`src/rtl/count_one_fsm_scheduler_if.sv`:
```
// count_one_fsm_scheduler_if: request and result handshake bundle
// for the shared consecutive-ones detector.
interface count_one_fsm_scheduler_if #(
  parameter int NUM_CH = 4
);
  localparam int CH_W = $clog2(NUM_CH);

  logic [NUM_CH-1:0] req_valid;
  logic [NUM_CH-1:0] req_bit;
  logic [NUM_CH-1:0] req_ready;
  logic [NUM_CH-1:0] ch_flush;
  logic              res_valid;
  logic [CH_W-1:0]   res_ch;
  logic              res_out;
  logic              res_ready;

  modport master (
    output req_valid,
    output req_bit,
    output ch_flush,
    output res_ready,
    input  req_ready,
    input  res_valid,
    input  res_ch,
    input  res_out
  );

  modport slave (
    input  req_valid,
    input  req_bit,
    input  ch_flush,
    input  res_ready,
    output req_ready,
    output res_valid,
    output res_ch,
    output res_out
  );
endinterface

```
`src/rtl/count_one_fsm_scheduler.sv`:
```
// count_one_fsm_scheduler: one consecutive-ones Mealy detector shared
// round-robin by NUM_CH streams. Option: COUNT_ONE_SCHED_HIT_CNT_EN.
module count_one_fsm_scheduler #(
  parameter  int NUM_CH = 4,
  localparam int CH_W   = $clog2(NUM_CH)
) (
  input  logic                     clk,
  input  logic                     rst_n,
  count_one_fsm_scheduler_if.slave bus
`ifdef COUNT_ONE_SCHED_HIT_CNT_EN
  ,
  input  logic [NUM_CH-1:0]        cnt_clr,
  input  logic [CH_W-1:0]          cnt_sel,
  output logic [7:0]               cnt_value
`endif
);

  logic              stall;
  logic              acc;
  logic [NUM_CH-1:0] gnt;
  logic [CH_W-1:0]   gnt_id;
  logic [CH_W-1:0]   idx;
  logic [CH_W-1:0]   ptr_q, ptr_d;
  logic [NUM_CH-1:0] ctx_q, ctx_d;
  logic              ctx_eff;
  logic              hit;
  logic              res_valid_q, res_valid_d;
  logic [CH_W-1:0]   res_ch_q, res_ch_d;
  logic              res_out_q, res_out_d;

  assign stall         = res_valid_q & ~bus.res_ready;
  assign bus.req_ready = gnt;
  assign bus.res_valid = res_valid_q;
  assign bus.res_ch    = res_ch_q;
  assign bus.res_out   = res_out_q;

  // round-robin search from ptr upward; nothing granted while stalled
  always_comb begin
    gnt    = '0;
    gnt_id = '0;
    idx    = '0;
    acc    = 1'b0;
    for (int k = 0; k < NUM_CH; k++) begin
      idx = CH_W'((32'(ptr_q) + 32'(k)) % 32'(NUM_CH));
      if (!acc && !stall && bus.req_valid[idx]) begin
        acc    = 1'b1;
        gnt_id = idx;
      end
    end
    if (acc) gnt[gnt_id] = 1'b1;
  end

  // pointer moves past the granted channel
  always_comb begin
    ptr_d = ptr_q;
    if (acc) begin
      ptr_d = (gnt_id == CH_W'(NUM_CH - 1)) ? '0
                                            : gnt_id + CH_W'(1);
    end
  end

  // detector state register: one context bit per channel
  always_ff @(posedge clk or negedge rst_n) begin
    if (!rst_n) ctx_q <= '0;
    else        ctx_q <= ctx_d;
  end

  // detector next state: flush clears, an accepted bit overrides
  always_comb begin
    ctx_d = ctx_q;
    for (int i = 0; i < NUM_CH; i++) begin
      if (bus.ch_flush[i]) ctx_d[i] = 1'b0;
    end
    if (acc) ctx_d[gnt_id] = bus.req_bit[gnt_id];
  end

  // detector Mealy output: same-cycle flush forces state0
  always_comb begin
    ctx_eff = bus.ch_flush[gnt_id] ? 1'b0 : ctx_q[gnt_id];
    hit     = acc & ctx_eff & bus.req_bit[gnt_id];
  end

  // result register: load on accept, clear on consume, hold on stall
  always_comb begin
    res_valid_d = res_valid_q;
    res_ch_d    = res_ch_q;
    res_out_d   = res_out_q;
    if (acc) begin
      res_valid_d = 1'b1;
      res_ch_d    = gnt_id;
      res_out_d   = hit;
    end else if (bus.res_ready) begin
      res_valid_d = 1'b0;
    end
  end

  // pointer and result flops
  always_ff @(posedge clk or negedge rst_n) begin
    if (!rst_n) begin
      ptr_q       <= '0;
      res_valid_q <= 1'b0;
      res_ch_q    <= '0;
      res_out_q   <= 1'b0;
    end else begin
      ptr_q       <= ptr_d;
      res_valid_q <= res_valid_d;
      res_ch_q    <= res_ch_d;
      res_out_q   <= res_out_d;
    end
  end

`ifdef COUNT_ONE_SCHED_HIT_CNT_EN
  logic [7:0] cnt_q [NUM_CH];
  logic [7:0] cnt_d [NUM_CH];

  // saturating hit counters; clear beats a same-cycle increment
  always_comb begin
    for (int i = 0; i < NUM_CH; i++) begin
      cnt_d[i] = cnt_q[i];
      if (cnt_clr[i]) begin
        cnt_d[i] = '0;
      end else if (hit && gnt_id == CH_W'(i)
                   && cnt_q[i] != 8'hff) begin
        cnt_d[i] = cnt_q[i] + 8'd1;
      end
    end
  end

  // counter flops
  always_ff @(posedge clk or negedge rst_n) begin
    if (!rst_n) begin
      for (int i = 0; i < NUM_CH; i++) cnt_q[i] <= '0;
    end else begin
      for (int i = 0; i < NUM_CH; i++) cnt_q[i] <= cnt_d[i];
    end
  end

  assign cnt_value = (32'(cnt_sel) < NUM_CH) ? cnt_q[cnt_sel] : '0;
`endif

endmodule

```
`src/flat_wrapper.sv`:
```
// flat-port wrapper written by rule: the top's interface ports become plain ports
module count_one_fsm_scheduler_flat 
#(
  parameter  int NUM_CH = 4,
  localparam int CH_W   = $clog2(NUM_CH)
)
  (clk, rst_n, bus_req_valid, bus_req_bit, bus_ch_flush, bus_res_ready, bus_req_ready, bus_res_valid, bus_res_ch, bus_res_out);
  count_one_fsm_scheduler_if #(.NUM_CH(NUM_CH)) bus_i ();
  input  logic clk;
  input  logic rst_n;
  input wire logic [$bits(bus_i.req_valid)-1:0] bus_req_valid;
  input wire logic [$bits(bus_i.req_bit)-1:0] bus_req_bit;
  input wire logic [$bits(bus_i.ch_flush)-1:0] bus_ch_flush;
  input wire logic [$bits(bus_i.res_ready)-1:0] bus_res_ready;
  output wire logic [$bits(bus_i.req_ready)-1:0] bus_req_ready;
  output wire logic [$bits(bus_i.res_valid)-1:0] bus_res_valid;
  output wire logic [$bits(bus_i.res_ch)-1:0] bus_res_ch;
  output wire logic [$bits(bus_i.res_out)-1:0] bus_res_out;
  assign bus_i.req_valid = bus_req_valid;
  assign bus_i.req_bit = bus_req_bit;
  assign bus_i.ch_flush = bus_ch_flush;
  assign bus_i.res_ready = bus_res_ready;
  assign bus_req_ready = bus_i.req_ready;
  assign bus_res_valid = bus_i.res_valid;
  assign bus_res_ch = bus_i.res_ch;
  assign bus_res_out = bus_i.res_out;
  count_one_fsm_scheduler #(.NUM_CH(NUM_CH)) u_core (.clk(clk), .rst_n(rst_n), .bus(bus_i));
endmodule
```
`config.mk`:
```
export PLATFORM = sky130hd
export DESIGN_NAME = count_one_fsm_scheduler_flat
export DESIGN_NICKNAME = d
export VERILOG_FILES = /design/src/rtl/count_one_fsm_scheduler_if.sv /design/src/rtl/count_one_fsm_scheduler.sv /design/src/flat_wrapper.sv
export SDC_FILE = /design/constraint.sdc
export NUM_CORES = 1
export LEC_CHECK = 0
export CORE_UTILIZATION = 40
export CTS_BUF_LIST = sky130_fd_sc_hd__clkbuf_4 sky130_fd_sc_hd__clkbuf_8
export DETAILED_ROUTE_END_ITERATION = 10
export GPL_ROUTABILITY_DRIVEN = 0
export PLACE_DENSITY = 0.71
export REMOVE_ABC_BUFFERS = 1
export SLEW_MARGIN = 25
export SYNTH_ARGS = -nofsm -noshare
export SYNTH_HDL_FRONTEND = slang
export SYNTH_SLANG_ARGS = --single-unit
```
`constraint.sdc`:
```
create_clock -name clk -period 2.82 [get_ports clk]
set_input_delay 0.564 -clock clk [delete_from_list [all_inputs] [get_ports clk]]
set_output_delay 0.564 -clock clk [all_outputs]
set_load 0.02 [all_outputs]
```
==> impl_results.md, run 1 <==
- CP Capture Type: output pin
- Post-CTS Setup Bufs: 0
- R2r startpoint: u_core.ptr_q[0]
- Ys flop type: dfrtp_1
- Hold Crit Depth: 1
- Initial core utilization: 0.453
- Grt total ovfl: 0
- Post-route ant nets: 0
- Asr flop ratio synth: 1.00
- Vias: 654
- First-pass GRT wire length: 2900 um
- CP startpoint kind: input pin
- Worst skew pair latency: 0.26 ns
- Pin count of the biggest net entering global routing: 11
- Core area: 1590 um^2
- WL/cell: 12.5 um
- Final Hold Fails: 0
- Final nets: 132
- Area of placed instances: 1080 um^2
- Top cells by area, synth: dfrtp_1 (35%), mux2_4 (8.3%), ha_1 (6.9%), mux2_2 (4.7%), nand2_1 (4.2%)
- Worst Reg2Reg Path Length in Cells: 7
- Slew margin rel.: 0.689
- Fmax: 366 MHz
- CTS tree: yes
- Synth top area share: 0.347
- Synthesized area per cell: 10.2 um^2
- Setup TNS: 0 ns
- VDD IR max: 0.497 mV
- WL final: 1690 um
- #FFs+latches synth: 10
- Synth Instances: 71
- Clk buf depth: 2
- Area grow syn2layout: 52.3%
- Max Cap Viol: 0
- Initial DRC count: 6
- Tcrit/Tclk final: 0.968
- CP Class: in2out
- Fin crit period: 2.73 ns
- CTS Buf Count: 3
- Skew final: 0.00305 ns
- # rows: 14
- Cell Area, Synth: 722 um^2
- Leak: 0.529 nW
- Root Buffer: clkbuf_4
- Hold WC Path Type: reg2reg
- Boundary pin count: 23
- RSZ-0062 raised after global routing: no
- Synth cell types: 30
- Die Wd: 44.5 um
- Inst Count DP: 132
- Non-Filler Instances: 135
- Hpwl dp: 1380 um
- Power per Cell Area: 617 nW/um^2
- Setup ws final: 0.0897 ns
- Fin. max-slew vios: 0
- Initial antenna violation count: 0
- Via density: 4.84
- Total GRT Usage: 0.211
- Vias in the first global route: 665
- Min-delay src: u_core.bus.res_ch[0]
- Pre-CTS WS: -0.503 ns
- CTS H-tree depth: 1
- Ys Warns: 0
- DIE AREA: 1980 um^2
- Layout cells sized above 1: 0.369
- Area leader, netlist: dfrtp_1
- Clock slew at reported path FFs: 0.05 ns
- Reg-to-reg slack, setup: 0.68 ns
- Number of flops mapped to enable cells by yosys: 0
- RR Endpoint: u_core.ctx_q[1]
- Sequential-to-total area share from yosys stat: 0.347
- Clock sink count: 10
- Port Buffers: 22
- # diodes: 0
- Worst Tran Pin Value: 0.465 ns
- DRC viols: 0
- Pre-Repair DR Iteration Count: 3
- Crit-path max FO: 4
- Cell area after layout: 1100 um^2
- Crit path arrival time: 2.17 ns
- Required time worst endpoint: 2.26 ns
- Outcome: completed
- Hold EP: u_core.bus.res_ch[0]
- Final setup viols: 0
- Height of the die: 44.5 um
==> per-stage QoR <==
stage	utilization	hold WS [ns]	power, mW
floorplan	-	0.268	0.427
detailed placement	0.681	0.469	0.584
global placement	0.681	0.463	0.575
global route	0.690	0.492	0.729
CTS	0.688	0.486	0.685
finish	0.690	0.481	0.678
==> timing repair <==
action / 4_1_cts / 5_1_grt
setup endpoints to repair: 4 / 3
pin swaps: 3 / 2
hold buffers: 0 / 0
gates resized for setup: 24 / 1
==> metal layers <==
metal	routed length, um	vias to the layer above	global-route usage
met5	0	-	0
met4	20	0	0.0727
met3	98	4	0.0776
met2	797	19	0.347
met1	776	299	0.254
li1	-	332	-
==> worst max-delay path by stage <==
| stage | from | end | slack (ns) | cells past startpoint |
|---|---|---|---|---|
| 5_1_grt | bus_res_ready | bus_req_ready[0] | 0.004 | 9 |
| 3_5_place_dp | bus_req_valid[2] | bus_req_ready[0] | -0.50 | 9 |
| 4_1_cts | bus_res_ready | bus_req_ready[0] | 0.04 | 9 |
| 3_3_place_gp | bus_req_valid[1] | bus_req_ready[0] | -0.43 | 9 |
| 2_1_floorplan | bus_res_ready | bus_req_ready[0] | 0.54 | 7 |
| 6_report | bus_res_ready | bus_req_ready[0] | 0.09 | 9 |
==> cells in the final DEF (no fill, tap or decap), drive strengths merged <==
cell type	instances
and3	1
o211ai	1
nand2	8
o21ai	2
nor2b	4
mux2	7
inv	7
o31ai	1
o2111a	1
mux4	1
o311ai	1
o221ai	1
nand2b	1
buf	19
dlygate4sd2	4
or2b	3
a21oi	6
dfrtp	10
and2	4
a21o	3
nor3	1
clkbuf	3
nor4	1
clkdlybuf4s50	14
nand3b	1
nor2	1
ha	4
nand3	1
==> report_power, final <==
part | total, mW | switching (mW) | internal, mW | leakage (nW)
Clock | 0.0921 | 0.0432 | 0.0490 | 0.0138
Sequential | 0.223 | 0.0402 | 0.183 | 0.124
Combinational | 0.363 | 0.161 | 0.202 | 0.391
Total | 0.678 | 0.245 | 0.433 | 0.529
==> logic make-up (layout without fill, tap and decap cells) <==
group | after synthesis | in the layout | synth area share
buffers and inverters | 7 | 47 | 0.0364
AO/OA/AOI/OAI | 16 | 16 | 0.182
AND/OR/NAND/NOR | 26 | 26 | 0.205
multiplexers | 8 | 8 | 0.161
flip-flops | 10 | 10 | 0.347
adder cells (fa/ha/maj) | 4 | 4 | 0.0693
==> synthesized netlist by cell type, types with 2 or more instances <==
library cell,number
nor2b_1,4
a21oi_1,4
a21o_1,2
a21oi_2,2
inv_1,6
mux2_4,4
or2b_2,2
ha_1,4
nand2_1,8
and2_1,4
mux2_2,3
dfrtp_1,10
==> sequential cells by signal, indices dropped and copies added, names as in the netlist <==
| signal | count |
|---|---|
| u_core.ctx_q | 4 |
| u_core.bus.res_ch | 2 |
| u_core.ptr_q | 2 |
| u_core.bus.res_out | 1 |
| u_core.bus.res_valid | 1 |
==> final cells by class <==
cell class | instances | area (um^2)
Inverter | 7 | 26.3
Tap cell | 24 | 30.0
Timing Repair Buffer | 37 | 310
Sequential cell | 10 | 250
Clock buffer | 3 | 22.5
Multi-Input combinational cell | 54 | 460
Fill cell | 138 | 494
==> critical path: stages <==
cell and delay, ns:
clkdlybuf4s50_1 0.47, or2b_4 0.13, o21ai_0 0.07, nor3_1 0.18, a21o_2 0.20, inv_1 0.06
ha_1 0.17, and2_1 0.15, buf_4 0.16
Power figures use the tool's default switching activity.
==> inputs of run 2 (changes only) <==
MAX_ROUTING_LAYER = met4   (was unset)
==> run 2 against run 1 <==
Effect of this change: combinational power about the same; worst setup slack about the same; clock power up 0.8%; register-to-register slack about the same; total power about the same; sequential cell count unchanged; clock skew about the same; count of clock-buffer cells in the layout unchanged; via count unchanged; die area unchanged; final area unchanged; routed wire length up 0.47%; largest cell class unchanged; largest power group unchanged.
==> impl_results.md, run 2 (synthesized netlist as in run 1, its figures left out) <==
- Outcome: completed
- Boundary pin count: 23
- Clock slew at reported path FFs: 0.05 ns
- Worst Tran Pin Value: 0.464 ns
- CP Class: in2out
- Switching share of power: 0.361
- Final Total Pwr: 678 uW
- Initial antenna violation count: 0
- CP startpoint kind: input pin
- Leak: 0.529 nW
- Initial core utilization: 0.453
- # diodes: 0
- Clk buf depth: 2
- Hold WC Path Type: reg2reg
- Fin. max-slew vios: 0
- Die Wd: 44.5 um
- Internal: 433 uW
- Hpwl dp: 1380 um
- Setup ws final: 0.0899 ns
- Height of the die: 44.5 um
- Final design utilization: 0.690
- WL/cell: 12.6 um
- Crit-path max FO: 4
- CP cell instances: clkdlybuf4s50_1, or2b_4, o21ai_0, nor3_1, a21o_2, inv_1, ha_1, and2_1, buf_4
- Fin crit period: 2.73 ns
- Post-CTS Setup Bufs: 0
- WL final: 1700 um
- Required time worst endpoint: 2.26 ns
- Root Buffer: clkbuf_4
- Tcrit/Tclk final: 0.968
- Skew final: 0.00287 ns
- Most common cell after layout, fill and taps aside: buf_4
- CP max stage cell: clkdlybuf4s50_1
- WP buf/inv: 3
- VDD IR max: 0.494 mV
- CTS Buf Count: 3
- Post-route ant nets: 0
- Final Hold Fails: 0
- Hold Crit Depth: 1
- Crit path arrival time: 2.17 ns
- Top reg by flops: u_core.ctx_q
- DIE AREA: 1980 um^2
- Pre-Repair DR Iteration Count: 2
- Switching pwr: 245 uW
- Clk pwr share: 0.137
- Via density: 4.84
- Initial DRC count: 6
- Max Cap Viol: 0
- RSZ-0062 raised after global routing: no
- Clock sink count: 10
- Area grow syn2layout: 52.3%
- Total GRT Usage: 0.218
- CP max stage delay: 0.47 ns
- Worst skew pair latency: 0.26 ns
- Grt total ovfl: 0
- Vias: 654
- Sequential power share: 0.328
- Power per Cell Area: 617 nW/um^2
- Post-CTS Hold Buffers: 0
- CP Capture Type: output pin
- Layout cells sized above 1: 0.369
- # rows: 14
- Port Buffers: 22
- CTS H-tree depth: 1
- Fmax: 366 MHz
- Cell family with most CP delay: buffers and inverters
- CTS tree: yes
- Number of gates on the worst path with buffers counted: 9
- Final setup viols: 0
- Final nets: 132
- First-pass GRT wire length: 2900 um
- Power share of the combinational group: 0.536
- Max reg flops: 4
- Pin count of the biggest net entering global routing: 11
- Core area: 1590 um^2
- Slew margin rel.: 0.690
- Most frequent cells in the layout: buf_4 (16), clkdlybuf4s50_1 (14), dfrtp_1 (10)
- DRC viols: 0
- Worst Reg2Reg Path Length in Cells: 7
- Pre-CTS WS: -0.503 ns
- Vias in the first global route: 665
## run 2: final timing paths
check | from | end | slack (ns)
max | bus_res_ready | bus_req_ready[0] | 0.09
min | u_core.bus.res_ch[0] | u_core.bus.res_ch[0] | 0.48
max reg2reg | u_core.ptr_q[0] | u_core.ctx_q[1] | 0.69
min reg2reg | u_core.bus.res_ch[0] | u_core.bus.res_ch[0] | 0.48
max in group asynchronous | rst_n | u_core.bus.res_out | 1.88
min in group asynchronous | rst_n | u_core.ctx_q[3] | 0.62
## run 2: layout make-up
class	instances	area (um^2)
fill	138	494
multi-input combinational	54	460
timing repair buffer	37	310
sequential	10	250
tap	24	30.0
inverter	7	26.3
clock buffer	3	22.5
## run 2: worst reg2reg max path, cell delays in order (launching register included)
cell and delay (ns):
dfrtp_1 0.45, or2b_4 0.29, o21ai_2 0.07, a21oi_2 0.07
o211ai_2 0.14, buf_4 0.18, mux4_2 0.54, mux2_4 0.28
## run 2: through the flow
stage                     setup TNS [ns]  instance area (um^2)  instances  hold slack, ns
after global placement             -1.62                  1080        132           0.463
after CTS                              0                  1100        135           0.486
after floorplan                        0                   722         71           0.268
after detailed placement           -1.84                  1080        132           0.469
after global routing                   0                  1100        135           0.492
final                                  0                  1100        135           0.481
## run 2: per-layer routing
metal / GRT usage / wire length [um] / vias to the layer above
met5: - / 0 / -
met4: 0.0727 / 19 / 0
met3: 0.0776 / 111 / 4
met2: 0.347 / 795 / 21
met1: 0.254 / 773 / 297
li1: - / - / 332
## run 2: power by group through the flow
stage	clock (mW)	combinational (mW)	sequential, mW
5_1_grt	0.103	0.398	0.228
2_1_floorplan	0	0.196	0.231
3_5_place_dp	0	0.364	0.221
3_3_place_gp	0	0.357	0.219
4_1_cts	0.0993	0.363	0.222
6_report	0.0928	0.363	0.222
## run 2: what timing repair did
item,4_1_cts,5_1_grt
pin swaps,3,2
gates resized for setup,24,1
endpoints found under the setup margin,4,3
endpoints found under the hold margin,0,0
